$ cat src/rtl/pid_cfg_pkg.sv
// -----------------------------------------------------------------------------
// pid_cfg_pkg
//   Shared definitions for the PID gain configuration controller:
//   register address map, controller FSM state encoding, default gain width
//   and an address-decode helper.
// -----------------------------------------------------------------------------
package pid_cfg_pkg;

    localparam int GAIN_W_DEF = 6;

    // Register address map seen by the I2C slave.
    localparam logic [7:0] ADDR_KP = 8'h00;
    localparam logic [7:0] ADDR_KI = 8'h01;
    localparam logic [7:0] ADDR_KD = 8'h02;

    typedef enum logic [1:0] {
        ST_IDLE   = 2'd0,  // nothing staged
        ST_ARMED  = 2'd1,  // shadow holds uncommitted gains, waiting for a safe tick
        ST_COMMIT = 2'd2   // new active gains just appeared
    } cfg_state_t;

    function automatic logic is_gain_addr(input logic [7:0] addr);
        return (addr == ADDR_KP) || (addr == ADDR_KI) || (addr == ADDR_KD);
    endfunction

endpackage

$ cat src/rtl/gain_shadow_reg.sv
// -----------------------------------------------------------------------------
// gain_shadow_reg
//   One gain slot: a shadow register loaded by I2C writes, an active register
//   driven to the PID datapath, and a pending flag meaning "shadow not yet
//   committed". A commit copies shadow to active only when pending is set.
//   A load in the same cycle as a commit restages: the commit uses the old
//   shadow value and pending stays set for the new one.
// Ports
//   clk, rst_n  clock, asynchronous active-low reset
//   load        stage load_data into the shadow (already qualified by enable)
//   load_data   value to stage
//   commit      copy shadow to active if pending (already qualified by enable)
//   active      committed gain
//   pending     shadow differs from committed value
// -----------------------------------------------------------------------------
module gain_shadow_reg #(
    parameter int                  W    = 6,
    parameter logic [W-1:0]        INIT = '0
) (
    input  logic         clk,
    input  logic         rst_n,
    input  logic         load,
    input  logic [W-1:0] load_data,
    input  logic         commit,
    output logic [W-1:0] active,
    output logic         pending
);

    logic [W-1:0] shadow;

    // NOTE: state registers use non-blocking assignments so every register
    // samples the pre-edge values, which is what makes a same-cycle load and
    // commit pick up the old shadow.
    always_ff @(posedge clk or negedge rst_n) begin
        if (!rst_n) begin
            shadow  <= INIT;
            active  <= INIT;
            pending <= 1'b0;
        end else begin
            if (commit && pending) begin
                active <= shadow;
            end
            if (load) begin
                shadow  <= load_data;
                pending <= 1'b1;
            end else if (commit) begin
                pending <= 1'b0;
            end
        end
    end

endmodule

$ cat src/rtl/pid_gain_cfg_ctrl.sv
// -----------------------------------------------------------------------------
// pid_gain_cfg_ctrl
//   Configuration controller between the I2C slave and the PID datapath.
//   Completed gain writes are staged into per-gain shadow registers and only
//   committed to the active gains at a PID sample tick while the datapath is
//   idle, so gains never change mid-computation. Also provides a registered
//   read-back of the active gains, a sticky stall error when a commit waits
//   too long, and a saturating count of writes to unmapped addresses.
// Optional feature
//   GAIN_CLAMP_EN  when defined, staged values are clamped to GAIN_MAX.
// Ports
//   clk, rst_n      clock, asynchronous active-low reset
//   ena             block enable; low holds all state and ignores strobes/ticks
//   wr_strobe       one-cycle pulse: one gain write complete
//   wr_addr/wr_data target register and value of that write
//   rd_addr         register selected for read-back
//   sample_tick     one-cycle pulse at the PID sample boundary
//   pid_busy        datapath mid-computation; commits are refused
//   err_clr         clears stall_err and addr_err_cnt
//   k_p, k_i, k_d   active gains
//   rd_data         active gain at rd_addr (one cycle later), 0 if unmapped
//   pending         {D,I,P} uncommitted flags
//   commit_pulse    high the cycle new active gains appear
//   stall_err       sticky: a commit waited longer than MAX_WAIT cycles
//   addr_err_cnt    saturating count of writes to unmapped addresses
// -----------------------------------------------------------------------------
module pid_gain_cfg_ctrl
    import pid_cfg_pkg::*;
#(
    parameter int                  GAIN_W   = GAIN_W_DEF,
    parameter logic [GAIN_W-1:0]   KP_INIT  = '0,
    parameter logic [GAIN_W-1:0]   KI_INIT  = '0,
    parameter logic [GAIN_W-1:0]   KD_INIT  = '0,
    parameter int                  MAX_WAIT = 1023,
    parameter logic [GAIN_W-1:0]   GAIN_MAX = '1
) (
    input  logic              clk,
    input  logic              rst_n,
    input  logic              ena,
    input  logic              wr_strobe,
    input  logic [7:0]        wr_addr,
    input  logic [GAIN_W-1:0] wr_data,
    input  logic [7:0]        rd_addr,
    input  logic              sample_tick,
    input  logic              pid_busy,
    input  logic              err_clr,
    output logic [GAIN_W-1:0] k_p,
    output logic [GAIN_W-1:0] k_i,
    output logic [GAIN_W-1:0] k_d,
    output logic [GAIN_W-1:0] rd_data,
    output logic [2:0]        pending,
    output logic              commit_pulse,
    output logic              stall_err,
    output logic [3:0]        addr_err_cnt
);

    localparam int                CNT_W    = (MAX_WAIT < 2) ? 1 : $clog2(MAX_WAIT + 1);
    localparam logic [CNT_W-1:0]  WAIT_LIM = CNT_W'(MAX_WAIT);

`ifdef GAIN_CLAMP_EN
    localparam bit CLAMP_EN = 1'b1;
`else
    localparam bit CLAMP_EN = 1'b0;
`endif

    cfg_state_t        state, state_next;
    logic [CNT_W-1:0]  wait_cnt;
    logic              wr_fire;
    logic              bad_wr;
    logic [2:0]        load_vec;
    logic              commit_en;
    logic [GAIN_W-1:0] staged_data;
    logic [GAIN_W-1:0] rd_mux;

    assign wr_fire  = ena && wr_strobe;
    assign bad_wr   = wr_fire && !is_gain_addr(wr_addr);
    assign load_vec = {wr_fire && (wr_addr == ADDR_KD),
                       wr_fire && (wr_addr == ADDR_KI),
                       wr_fire && (wr_addr == ADDR_KP)};

    // Commit is decided in ARMED; the active registers load on that same edge
    // so new gains are visible the cycle after the tick, while the FSM sits
    // in COMMIT for that cycle.
    assign commit_en = ena && (state == ST_ARMED) && sample_tick && !pid_busy;

    assign staged_data = (CLAMP_EN && (wr_data > GAIN_MAX)) ? GAIN_MAX : wr_data;

    gain_shadow_reg #(.W(GAIN_W), .INIT(KP_INIT)) u_kp (
        .clk(clk), .rst_n(rst_n), .load(load_vec[0]), .load_data(staged_data),
        .commit(commit_en), .active(k_p), .pending(pending[0])
    );

    gain_shadow_reg #(.W(GAIN_W), .INIT(KI_INIT)) u_ki (
        .clk(clk), .rst_n(rst_n), .load(load_vec[1]), .load_data(staged_data),
        .commit(commit_en), .active(k_i), .pending(pending[1])
    );

    gain_shadow_reg #(.W(GAIN_W), .INIT(KD_INIT)) u_kd (
        .clk(clk), .rst_n(rst_n), .load(load_vec[2]), .load_data(staged_data),
        .commit(commit_en), .active(k_d), .pending(pending[2])
    );

    // NOTE: every combinational output gets a default before the case so no
    // path leaves it unassigned and no latch is inferred.
    always_comb begin
        state_next = state;
        unique case (state)
            ST_IDLE:   if (|load_vec) state_next = ST_ARMED;
            ST_ARMED:  if (commit_en) state_next = ST_COMMIT;
            // Bits still pending here were restaged during the commit decision.
            ST_COMMIT: state_next = (|load_vec || |pending) ? ST_ARMED : ST_IDLE;
            default:   state_next = ST_IDLE;
        endcase
        if (!ena) state_next = state;
    end

    always_comb begin
        rd_mux = '0;
        case (rd_addr)
            ADDR_KP: rd_mux = k_p;
            ADDR_KI: rd_mux = k_i;
            ADDR_KD: rd_mux = k_d;
            default: rd_mux = '0;
        endcase
    end

    always_ff @(posedge clk or negedge rst_n) begin
        if (!rst_n) begin
            state        <= ST_IDLE;
            wait_cnt     <= '0;
            stall_err    <= 1'b0;
            addr_err_cnt <= '0;
            commit_pulse <= 1'b0;
            rd_data      <= '0;
        end else if (ena) begin
            state        <= state_next;
            commit_pulse <= commit_en;
            rd_data      <= rd_mux;

            // Counts time spent ARMED; saturates at the limit since the
            // error is sticky and no forced commit happens.
            if (state != ST_ARMED) begin
                wait_cnt <= '0;
            end else if (wait_cnt != WAIT_LIM) begin
                wait_cnt <= wait_cnt + 1'b1;
            end

            if (err_clr) begin
                stall_err <= 1'b0;
            end else if ((state == ST_ARMED) && (wait_cnt == WAIT_LIM)) begin
                stall_err <= 1'b1;
            end

            if (err_clr) begin
                addr_err_cnt <= '0;
            end else if (bad_wr && (addr_err_cnt != 4'hF)) begin
                addr_err_cnt <= addr_err_cnt + 4'd1;
            end
        end else begin
            // A pulse must not stretch while the block is disabled.
            commit_pulse <= 1'b0;
        end
    end

endmodule
$ cat config.mk
export PLATFORM = sky130hd
export DESIGN_NAME = pid_gain_cfg_ctrl
export DESIGN_NICKNAME = d
export VERILOG_FILES = /design/src/rtl/pid_cfg_pkg.sv /design/src/rtl/gain_shadow_reg.sv /design/src/rtl/pid_gain_cfg_ctrl.sv
export SDC_FILE = /design/constraint.sdc
export NUM_CORES = 1
export LEC_CHECK = 0
export CORE_AREA = 2 2 60 105
export DETAILED_ROUTE_END_ITERATION = 8
export DIE_AREA = 0 0 62 107
export GPL_ROUTABILITY_DRIVEN = 0
export PLACE_DENSITY = 0.78
export REMOVE_ABC_BUFFERS = 1
export SYNTH_ARGS = -nofsm -noshare
export SYNTH_HDL_FRONTEND = slang
export SYNTH_SLANG_ARGS = --single-unit
$ cat constraint.sdc
create_clock -name clk -period 2.8 [get_ports clk]
set_clock_uncertainty 0.15 [all_clocks]
set_input_delay 0.56 -clock clk [delete_from_list [all_inputs] [get_ports clk]]
set_output_delay 0.56 -clock clk [all_outputs]
set_load 0.005 [all_outputs]
==> results.cfg <==
[power_and_ir_drop]
power_frac_comb = 0.080
power_frac_clock = 0.414
power_density_nw_per_um2 = 496
p_sw_frac = 0.227
peakVddDrop_uv = 365
netSwitchingPower_uw = 422
leakagePower_nw = 1.71
p_int_mw = 1.44
seqPwrFrac = 0.506

[layout]
area_delta_synth_final_pct = 32.0
multiInputGateArea_um2 = 1180
final_nets = 343
drive_gt1_frac = 0.202
seqCellArea_um2 = 1580
fillers = 458
fin_cells = 395
num_antenna_cells = 0

[logic_synthesis]
ys_seq_elements = 63
synthArstFlopShare = 1.00
synthFlopType = dfrtp_1
synthCells = 242
syn_area_um2 = 2840
synth_cell_types = 43
synth_edf_count = 0
synth_warnings = 0
ys_seq_area_frac = 0.555
syn_avg_cell_area_um2 = 11.7

[worst_setup_path]
start_kind = input pin
endpoint_kind = register
r2r_setup_slack_ps = 670
crit_type = in2reg
rr_startpoint = wait_cnt[3]
r2r_cells = 5
r2r_end = wait_cnt[0]
critPathArrivalTime_ps = 2440
critPathMaxFanout = 7
worst_ep_required_time_ps = 2870

[grt]
antenna_found_initial = 0
grt_pass1_wl_um = 10500
grt_pass1_vias = 2198
grt_start_max_net_pins = 64
grt-ovfl-total = 0
grt.total_usage = 0.218

[clocking]
cts.sinks = 63
cts_buffer_depth = 2
clk_pin_slew_worst_paths_ps = 70
htreeDepth = 3
cts_tree = yes
insertion_delay_ps = 330
post_cts_resized = 0
cts_made_buffers = 9
cts-hold-fix-buffers = 0
cts_root_buf = clkbuf_8
cts_setup_buffers = 0

[placed_design]
dp_cells = 379
dp_hpwl_um = 4790
io_buffers = 61

[route]
drt_wl_total_um = 6450
drcViolationCount = 0
met3WireLength_um = 247
wl_met1_um = 2480
wl_met2_um = 3610
drt_iter0_drc = 138
vias = 2160
via_per_inst = 5.47
ant_nets = 0
wire_per_inst_um = 16.3
dr.pass1.iters = 4
top_layer = met4

[floorplan]
die_w_um = 62
die_y_um = 107
core_area_um2 = 5790
start_util = 0.491
pin_count = 62
dieArea_um2 = 6630
rows = 37

[run]
cap_violations = 0

[sta]
tightest_slew_ps = 577
post-route-min-period_ps = 2370
maxSlewHeadroom = 0.614
rsz0062_at_grt = false
hold_violations = 0
period_share = 0.847
setup_viol = 0
fmax_mhz = 422
fin_tns_setup_ps = 0
drv_slew = 0

[status]
status = complete, no violations

[min_path]
hold_path.class = in2async
## cells by family after synthesis
kind of cell	after synthesis	share of synthesized area
AO/OA/AOI/OAI	50	0.115
adder cells (fa/ha/maj)	2	0.00880
buffers and inverters	18	0.0286
flip-flops	63	0.555
multiplexers	38	0.150
AND/OR/NAND/NOR	71	0.143
## stage by stage
step                      area, um2   util  power (mW)  hold slack (ps)  setup WS (ps)
final                          3750  0.649        1.86             64.7            428
after global routing           3750  0.649        1.93             97.2            347
after CTS                      3750  0.649        1.87             79.5            431
after detailed placement       3560  0.616        1.11              340           70.3
after global placement         3560  0.616        1.11              334            101
after floorplan                2800      -        1.00              114            624
## critical path: stages
cell and delay (ps):
clkdlybuf4s50_1 400, or4_4 550, nor4_4 340, nand3b_2 260
mux2_2 330
## power by group through the flow
stage / sequential [mW] / combinational, mW / clock [mW]
after detailed placement: 0.960 / 0.151 / 0
after floorplan: 0.957 / 0.0444 / 0
after global routing: 0.944 / 0.165 / 0.819
after CTS: 0.943 / 0.151 / 0.778
final: 0.942 / 0.149 / 0.770
after global placement: 0.959 / 0.147 / 0
## worst max-delay path by stage
stage,to,slack [ps],startpoint
5_1_grt,u_ki.shadow[2],350,wr_addr[3]
2_1_floorplan,u_kd.shadow[0],620,wr_addr[3]
4_1_cts,u_kd.shadow[5],430,wr_addr[3]
3_5_place_dp,u_kd.shadow[5],70,wr_addr[3]
6_report,u_kd.shadow[5],430,wr_addr[3]
3_3_place_gp,u_kd.shadow[0],100,wr_addr[3]
## cell type report
class | count | area share
Sequential cell | 63 | 0.420
Multi-Input combinational cell | 161 | 0.316
Timing Repair Buffer | 68 | 0.179
Clock buffer | 12 | 0.0387
Tap cell | 78 | 0.0260
Clock inverter | 4 | 0.0120
Inverter | 9 | 0.00900
## sequential cells by signal, summed over array words and instances (netlist names), 2 cells and up
register and count:
u_kd.active 6, rd_data 6, wait_cnt 10, u_kp.active 6
state 2, u_ki.active 6, u_kd.shadow 6, addr_err_cnt 4
u_kp.shadow 6, u_ki.shadow 6
## cells in the mapped netlist (all sizes together) (2+ instances only)
cell type  count  share of area
mux2          36           0.14
nor2           4         0.0053
or4            3         0.0092
nand4          2         0.0044
a21oi         14          0.025
a41o           2         0.0070
o211ai         2         0.0053
dfrtp         63           0.55
a22oi          4          0.011
o22ai          2         0.0044
or3            5          0.011
nor3           4         0.0070
inv            9          0.012
a21o           2         0.0053
ha             2         0.0088
a211o          2         0.0062
buf            6          0.013
clkbuf         3         0.0040
nand2b         5          0.011
o21ai         10          0.018
nand2         23          0.031
mux2i          2         0.0070
a31oi          3         0.0066
nand3          6          0.011
o221ai         2         0.0062
o31ai          2         0.0053
nand3b         4          0.013
nor2b          7          0.015
o41ai          3         0.0092
nor4           3          0.012
## per-layer routing
layer  vias up  global-route usage
li1       1028                   -
met1      1074               0.253
met2        49               0.369
met3         9              0.0507
met4         0              0.0866
met5         -                   0
## cell usage in the layout, fill, tap and decap left out, types with 3 or more instances in the layout
cell type        netlist  final
buf_4                  3      6
o41ai_1                3      3
inv_1                  9      9
nor3_1                 4      4
clkbuf_8               0     10
o21ai_0               10     10
or3_1                  5      5
clkinv_2               0      3
nor2_1                 4      4
a31oi_1                3      3
mux2_2                36     36
a21oi_1               14     14
nand2b_1               5      5
clkdlybuf4s50_1        0     60
dfrtp_1               63     63
nand3_1                6      6
nor2b_1                7      7
nand2_1               22     22
a22oi_1                4      4
No activity file was read; power rests on OpenSTA's default activity.
